`config.mk`:
```
export PLATFORM = sky130hd
export DESIGN_NAME = fisr_processor
export DESIGN_NICKNAME = d
export VERILOG_FILES = /design/src/rtl/fisr_processor.sv
export SDC_FILE = /design/constraint.sdc
export NUM_CORES = 2
export LEC_CHECK = 0
export ABC_AREA = 1
export BUFFER_PORTS_ARGS = -buffer_cell sky130_fd_sc_hd__buf_2
export CAP_MARGIN = 20
export CORE_MARGIN = 1.5
export CORE_UTILIZATION = 39
export DETAILED_ROUTE_END_ITERATION = 10
export GPL_ROUTABILITY_DRIVEN = 0
export HOLD_SLACK_MARGIN = 0.15
export SYNTH_ARGS = -nofsm -noshare
export SYNTH_HDL_FRONTEND = slang
export SYNTH_SLANG_ARGS = --single-unit
```
`constraint.sdc`:
```
create_clock -name CLK -period 10.7 [get_ports CLK]
set_input_delay 0 -clock CLK [delete_from_list [all_inputs] [get_ports CLK]]
set_output_delay 0 -clock CLK [all_outputs]
set_load 0.05 [all_outputs]
```
`src/rtl/fisr_processor.sv`:
```
// Fast inverse square root of a 7-digit BCD decimal entry: magic-constant seed
// plus one Newton-Raphson step, with a single shared float32 multiplier.
module fisr_processor (
    input  logic        CLK,
    input  logic        RST,
    input  logic [3:0]  dot,
    input  logic        start_process,
    input  logic [3:0]  iDEC6,
    input  logic [3:0]  iDEC5,
    input  logic [3:0]  iDEC4,
    input  logic [3:0]  iDEC3,
    input  logic [3:0]  iDEC2,
    input  logic [3:0]  iDEC1,
    input  logic [3:0]  iDEC0,
    output logic [3:0]  oDEC7,
    output logic [3:0]  oDEC6,
    output logic [3:0]  oDEC5,
    output logic [3:0]  oDEC4,
    output logic [3:0]  oDEC3,
    output logic [3:0]  oDEC2,
    output logic [3:0]  oDEC1,
    output logic [3:0]  oDEC0,
    output logic        DONE,
    output logic        state,
    output logic [31:0] result_float32
);

    typedef enum logic [3:0] {
        S_IDLE, S_CONV, S_SCALE, S_MAGIC, S_SQ, S_HALF, S_SUB, S_NEWT, S_FIN
    } fsm_e;

    fsm_e        fsm_q, fsm_d;
    logic        prev_q;
    logic        start_go;
    logic [23:0] n_q, n_d;
    logic [1:0]  f_q, f_d;
    logic        zero_q, zero_d;
    logic [31:0] fn_q, fn_d, x_q, x_d, y0_q, y0_d, t_q, t_d;
    logic [31:0] p_q, p_d, q_q, q_d, y1_q, y1_d, result_q, result_d;
    logic        done_q, done_d;

    logic [3:0]  dig     [7];
    logic [3:0]  dig_val [7];
    logic        dot_hit;
    logic [1:0]  dot_pos;
    logic [6:0]  skip;
    logic [23:0] n_cap;

    assign dig[6] = iDEC6;
    assign dig[5] = iDEC5;
    assign dig[4] = iDEC4;
    assign dig[3] = iDEC3;
    assign dig[2] = iDEC2;
    assign dig[1] = iDEC1;
    assign dig[0] = iDEC0;

    // The point symbol (10) and codes 11-15 contribute a zero digit
    generate
        for (genvar gi = 0; gi < 7; gi++) begin : g_digit
            assign dig_val[gi] = (dig[gi] <= 4'd9) ? dig[gi] : 4'd0;
        end
    endgenerate

    always_comb begin
        dot_hit = 1'b1;
        dot_pos = 2'd0;
        casez (dot)
            4'b???1: dot_pos = 2'd0;
            4'b??10: dot_pos = 2'd1;
            4'b?100: dot_pos = 2'd2;
            4'b1000: dot_pos = 2'd3;
            default: dot_hit = 1'b0;
        endcase
        skip  = dot_hit ? (7'd1 << dot_pos) : 7'd0;
        n_cap = '0;
        for (int i = 6; i >= 0; i--) begin
            if (!skip[i]) begin
                n_cap = 24'(n_cap * 24'd10 + {20'd0, dig_val[i]});
            end
        end
    end

    assign start_go = start_process & ~prev_q & (fsm_q == S_IDLE);

    // Integer to float32: exact because N always fits in the 24-bit significand
    logic [4:0]  lead;
    logic [31:0] fn_conv;
    always_comb begin
        lead = '0;
        for (int i = 0; i < 24; i++) begin
            if (n_q[i]) lead = 5'(i);
        end
        fn_conv = {1'b0, 8'd127 + {3'd0, lead}, 23'(n_q << (5'd23 - lead))};
    end

    logic [31:0] c_val;
    always_comb begin
        case (f_q)
            2'd0:    c_val = 32'h3F80_0000;
            2'd1:    c_val = 32'h3DCC_CCCD;
            2'd2:    c_val = 32'h3C23_D70A;
            default: c_val = 32'h3A83_126F;
        endcase
    end

    // Shared multiplier; operands are chosen by whichever state needs a product
    logic [31:0] mul_a, mul_b, mul_y;
    logic [47:0] mul_prod;
    logic        mul_ovf;
    always_comb begin
        mul_a = '0;
        mul_b = '0;
        case (fsm_q)
            S_SCALE: begin mul_a = fn_q; mul_b = c_val; end
            S_SQ:    begin mul_a = y0_q; mul_b = y0_q;  end
            S_HALF:  begin mul_a = p_q;  mul_b = t_q;   end
            S_NEWT:  begin mul_a = y0_q; mul_b = q_q;   end
            default: ;
        endcase
        mul_prod = {24'd0, 1'b1, mul_a[22:0]} * {24'd0, 1'b1, mul_b[22:0]};
        mul_ovf  = mul_prod[47];
        mul_y    = {mul_a[31] ^ mul_b[31],
                    8'({2'b0, mul_a[30:23]} + {2'b0, mul_b[30:23]} + {9'd0, mul_ovf} - 10'd127),
                    23'(mul_prod >> (mul_ovf ? 6'd24 : 6'd23))};
    end

    // 1.5 - p in Q2.24 fixed point, then renormalise back to float32
    logic [23:0] p_m;
    logic [7:0]  p_e;
    logic [25:0] p_fix, q_fix;
    logic [4:0]  q_lead;
    logic [31:0] q_float;
    always_comb begin
        p_m   = {1'b1, p_q[22:0]};
        p_e   = p_q[30:23];
        p_fix = (p_e >= 8'd126) ? ({2'b0, p_m} << (p_e - 8'd126))
                                : ({2'b0, p_m} >> (8'd126 - p_e));
        q_fix = 26'h180_0000 - p_fix;
        q_lead = '0;
        for (int i = 0; i < 26; i++) begin
            if (q_fix[i]) q_lead = 5'(i);
        end
        q_float = (q_fix == '0) ? 32'd0
                : {1'b0, 8'd103 + {3'd0, q_lead}, 23'((q_fix << (5'd25 - q_lead)) >> 2)};
    end

    always_ff @(posedge CLK) begin
        if (RST) begin
            fsm_q <= S_IDLE;
        end else begin
            fsm_q <= fsm_d;
        end
    end

    always_comb begin
        fsm_d = fsm_q;
        case (fsm_q)
            S_IDLE:  if (start_go) fsm_d = S_CONV;
            S_CONV:  fsm_d = S_SCALE;
            S_SCALE: fsm_d = S_MAGIC;
            S_MAGIC: fsm_d = S_SQ;
            S_SQ:    fsm_d = S_HALF;
            S_HALF:  fsm_d = S_SUB;
            S_SUB:   fsm_d = S_NEWT;
            S_NEWT:  fsm_d = S_FIN;
            default: fsm_d = S_IDLE;
        endcase
    end

    always_comb begin
        state = (fsm_q != S_IDLE);
    end

    always_comb begin
        n_d      = n_q;
        f_d      = f_q;
        zero_d   = zero_q;
        fn_d     = fn_q;
        x_d      = x_q;
        y0_d     = y0_q;
        t_d      = t_q;
        p_d      = p_q;
        q_d      = q_q;
        y1_d     = y1_q;
        result_d = result_q;
        done_d   = done_q;
        case (fsm_q)
            S_IDLE: begin
                if (start_go) begin
                    n_d    = n_cap;
                    f_d    = dot_pos;
                    zero_d = (n_cap == '0);
                    done_d = 1'b0;
                end
            end
            S_CONV:  fn_d = fn_conv;
            S_SCALE: x_d  = mul_y;
            S_MAGIC: begin
                y0_d = 32'h5F37_59DF - (x_q >> 1);
                t_d  = {x_q[31], x_q[30:23] - 8'd1, x_q[22:0]};
            end
            S_SQ:    p_d  = mul_y;
            S_HALF:  p_d  = mul_y;
            S_SUB:   q_d  = q_float;
            S_NEWT:  y1_d = mul_y;
            S_FIN: begin
                result_d = zero_q ? 32'h7F80_0000 : y1_q;
                done_d   = 1'b1;
            end
            default: ;
        endcase
    end

    always_ff @(posedge CLK) begin
        if (RST) begin
            prev_q   <= 1'b0;
            n_q      <= '0;
            f_q      <= '0;
            zero_q   <= 1'b0;
            fn_q     <= '0;
            x_q      <= '0;
            y0_q     <= '0;
            t_q      <= '0;
            p_q      <= '0;
            q_q      <= '0;
            y1_q     <= '0;
            result_q <= '0;
            done_q   <= 1'b0;
        end else begin
            prev_q   <= start_process;
            n_q      <= n_d;
            f_q      <= f_d;
            zero_q   <= zero_d;
            fn_q     <= fn_d;
            x_q      <= x_d;
            y0_q     <= y0_d;
            t_q      <= t_d;
            p_q      <= p_d;
            q_q      <= q_d;
            y1_q     <= y1_d;
            result_q <= result_d;
            done_q   <= done_d;
        end
    end

    assign DONE           = done_q;
    assign result_float32 = result_q;
    assign oDEC7 = result_q[31:28];
    assign oDEC6 = result_q[27:24];
    assign oDEC5 = result_q[23:20];
    assign oDEC4 = result_q[19:16];
    assign oDEC3 = result_q[15:12];
    assign oDEC2 = result_q[11:8];
    assign oDEC1 = result_q[7:4];
    assign oDEC0 = result_q[3:0];

endmodule

```
==> impl_metrics.json <==
{
  "status": "finished, final reports clean",
  "synthArstFlopShare_pct": 0,
  "finalHoldViolCount": 0,
  "rr_endpoint": "x_q[29]",
  "clk_pin_slew_ps": 70,
  "required_ps": 11190,
  "path_delay_family": "adder cells",
  "crit_buf_inv": 21,
  "ys_seq_area_share_pct": 13.2,
  "die_h_um": 337,
  "cts_max_path_buffers": 3,
  "yosysTopAreaCellShare_pct": 22.7,
  "pin_count": 101,
  "synth-seq-cells": 286,
  "hp-class": "input pin to flip-flop",
  "hpwl_mm": 114,
  "drv_cap": 0,
  "start_kind": "input pin",
  "first_pass_iters": 6,
  "die_w_um": 337,
  "regArea_um2": 5730,
  "start_util_pct": 39.3,
  "min_to": "prev_q",
  "synth_top_area_cell": "fa_1",
  "cts.sinks": 286,
  "cts_buffers": 29,
  "yosys_warnings": 0,
  "die_area_um2": 114000,
  "synth_cells": 6220,
  "crit_top_cell": "ha_4",
  "cp_max_fo": 4,
  "cp.arrival_ps": 10920,
  "setup_viol_count_final": 0,
  "fill_cells": 11000,
  "rr_worst_depth": 54,
  "synth_edf_count": 0,
  "synthFlopType": "dfxtp_1",
  "root_buffer": "clkbuf_16",
  "wl_mm": 143,
  "portBuffers": 100,
  "slowest_delay_ps": 580,
  "drtIter0Drc": 3104,
  "synth.area.top_cells": "fa_1, dfxtp_1, nand2_1",
  "worstSetupEndpointType": "flip-flop",
  "max_freq_ghz": 0.0959,
  "clock_skew_ps": 26.3,
  "antenna_found_initial": 3,
  "finalSetupTns_ps": 0,
  "clk_latency_ps": 590,
  "grt_pass1_vias": 41200,
  "track_usage_pct": 24.4,
  "hold_depth": 4,
  "min_from": "start_process",
  "rows": 122,
  "reg2reg_from": "fsm_q[0]",
  "via_count": 42600,
  "period_minus_slack_ps": 10420,
  "rsz0062_at_grt": "true",
  "multi_input_area_um2": 33900,
  "wl_per_cell_um": 17.5,
  "ant_nets": 0,
  "area_growth_pct": 21.4,
  "final_nets": 7585,
  "critPathSlowestCell": "fa_1",
  "via_per_inst": 5.19,
  "htreeDepth": 1,
  "avgSynthCellArea_um2": 6.99,
  "coreArea_um2": 111000,
  "relSlewSlack_pct": 28.0,
  "grt_max_degree": 96,
  "cts_tree": "done",
  "syn-cell-area_um2": 43500,
  "timing.final.max_slew_violations": 0,
  "overflow": 0,
  "drc": 0,
  "drive_gt1_share_pct": 17.7,
  "grt_pass1_wl_mm": 222,
  "ys_types": 74,
  "worst_pin_slew_ps": 1080,
  "crit_type": "input pin to flip-flop",
  "reg2reg_setup_slack_ps": 440,
  "post-route-period-util_pct": 97.4
}
## how the worst max path moves through the flow
stage / slack, ps / start / to / cells after the start
2_1_floorplan: 110 / iDEC6[3] / zero_q / 63
3_3_place_gp: -710 / iDEC6[3] / zero_q / 67
3_5_place_dp: -860 / iDEC6[3] / zero_q / 67
4_1_cts: 2 / iDEC6[1] / zero_q / 74
5_1_grt: -490 / iDEC6[2] / zero_q / 74
6_report: 280 / iDEC6[2] / zero_q / 72
## routing by layer
layer  GRT usage, %  vias up  part of all wire [%]
li1               -    20500                     -
met1           32.5    20600                    43
met2           40.9     1247                    47
met3           3.54      241                   6.5
met4           7.43        2                   3.4
met5              0        -                0.0091
## sequential cells by signal (all words and copies together), names as in the netlist, 2 cells and up
name / count
fn_q: 31
n_q: 24
t_q: 31
y0_q: 32
q_q: 31
f_q: 2
x_q: 32
p_q: 32
fsm_q: 4
y1_q: 32
result_float32: 32
## area by class of cell
type	instances	share of cell area [%]
Tap cell	1488	3.53
Clock buffer	35	1.51
Clock inverter	17	0.375
Multi-Input combinational cell	4463	64.2
Sequential cell	286	10.9
Inverter	1164	8.34
Antenna cell	2	0.00948
Timing Repair Buffer	744	11.2
## stage by stage
step	area [µm²]	std cells	hold slack, ps	worst slack (ps)	utilization [%]
floorplan	43500	6221	136	110	-
global placement	49200	8074	245	-705	44.5
detailed placement	49200	8074	257	-856	44.5
CTS	50400	8137	183	2.00	45.6
global route	52800	8197	248	-492	47.7
finish	52800	8199	206	278	47.7
## cell families after synthesis
group           after synthesis  synth area share, %
buf+inv                    1472                 13.3
other cells                   1              0.00862
mux                           2               0.0460
fa+ha+maj                   862                 33.3
xor+xnor                    175                 3.65
flops                       286                 13.2
simple gates               2407                 23.0
compound gates             1015                 13.6
## cells in the mapped netlist (all sizes together), types with 101 or more instances
master	n
nand2	1381
inv	1145
fa	494
nor2	471
nand3	409
o21ai	375
ha	368
a21oi	352
dfxtp	286
clkbuf	209
xor2	139
o211ai	101
## cell usage in the layout (no fill, tap or decap), drive strengths merged, types with 5 or more instances in the layout
| master | netlist | routed |
|---|---|---|
| nand2 | 1381 | 1381 |
| inv | 1145 | 1145 |
| buf | 99 | 735 |
| fa | 494 | 494 |
| nor2 | 471 | 471 |
| nand3 | 409 | 409 |
| o21ai | 375 | 375 |
| ha | 368 | 368 |
| a21oi | 352 | 352 |
| dfxtp | 286 | 286 |
| xor2 | 139 | 139 |
| o211ai | 101 | 101 |
| nor3 | 53 | 53 |
| clkbuf | 209 | 38 |
| xnor2 | 36 | 36 |
| nand4 | 35 | 35 |
| a31oi | 31 | 31 |
| clkinv | 19 | 26 |
| o31ai | 18 | 18 |
| o21bai | 17 | 17 |
| o22ai | 16 | 16 |
| nor4 | 16 | 16 |
| a211oi | 15 | 15 |
| and2 | 15 | 15 |
| o221ai | 12 | 12 |
| a22o | 11 | 11 |
| a22oi | 10 | 10 |
| or2 | 10 | 10 |
| a21o | 8 | 8 |
| nand3b | 8 | 8 |
| o21a | 8 | 8 |
| o2111ai | 8 | 8 |
| clkinvlp | 0 | 7 |
| dlygate4sd3 | 0 | 6 |
| a221oi | 5 | 5 |
## worst register-to-register path, delay by kind of cell (launching register included)
kind	cells	cell delay, ps
xor+xnor	1	90
compound gates	15	2270
fa+ha+maj	11	4320
simple gates	9	1230
flops	1	330
buf+inv	18	1950
## what timing repair did
action / in CTS / in global routing
pin swaps: 7 / 153
hold buffers: 6 / 0
buffers inserted: 5 / 56
resized for setup: 39 / 366
gates cloned: 0 / 3
endpoints found under the setup margin: 14 / 28
hold endpoints to repair: 57 / 0
Power is left out: the tool's default activity adds up to more than one toggle a clock period on the data nets, which glitch-free logic cannot reach.
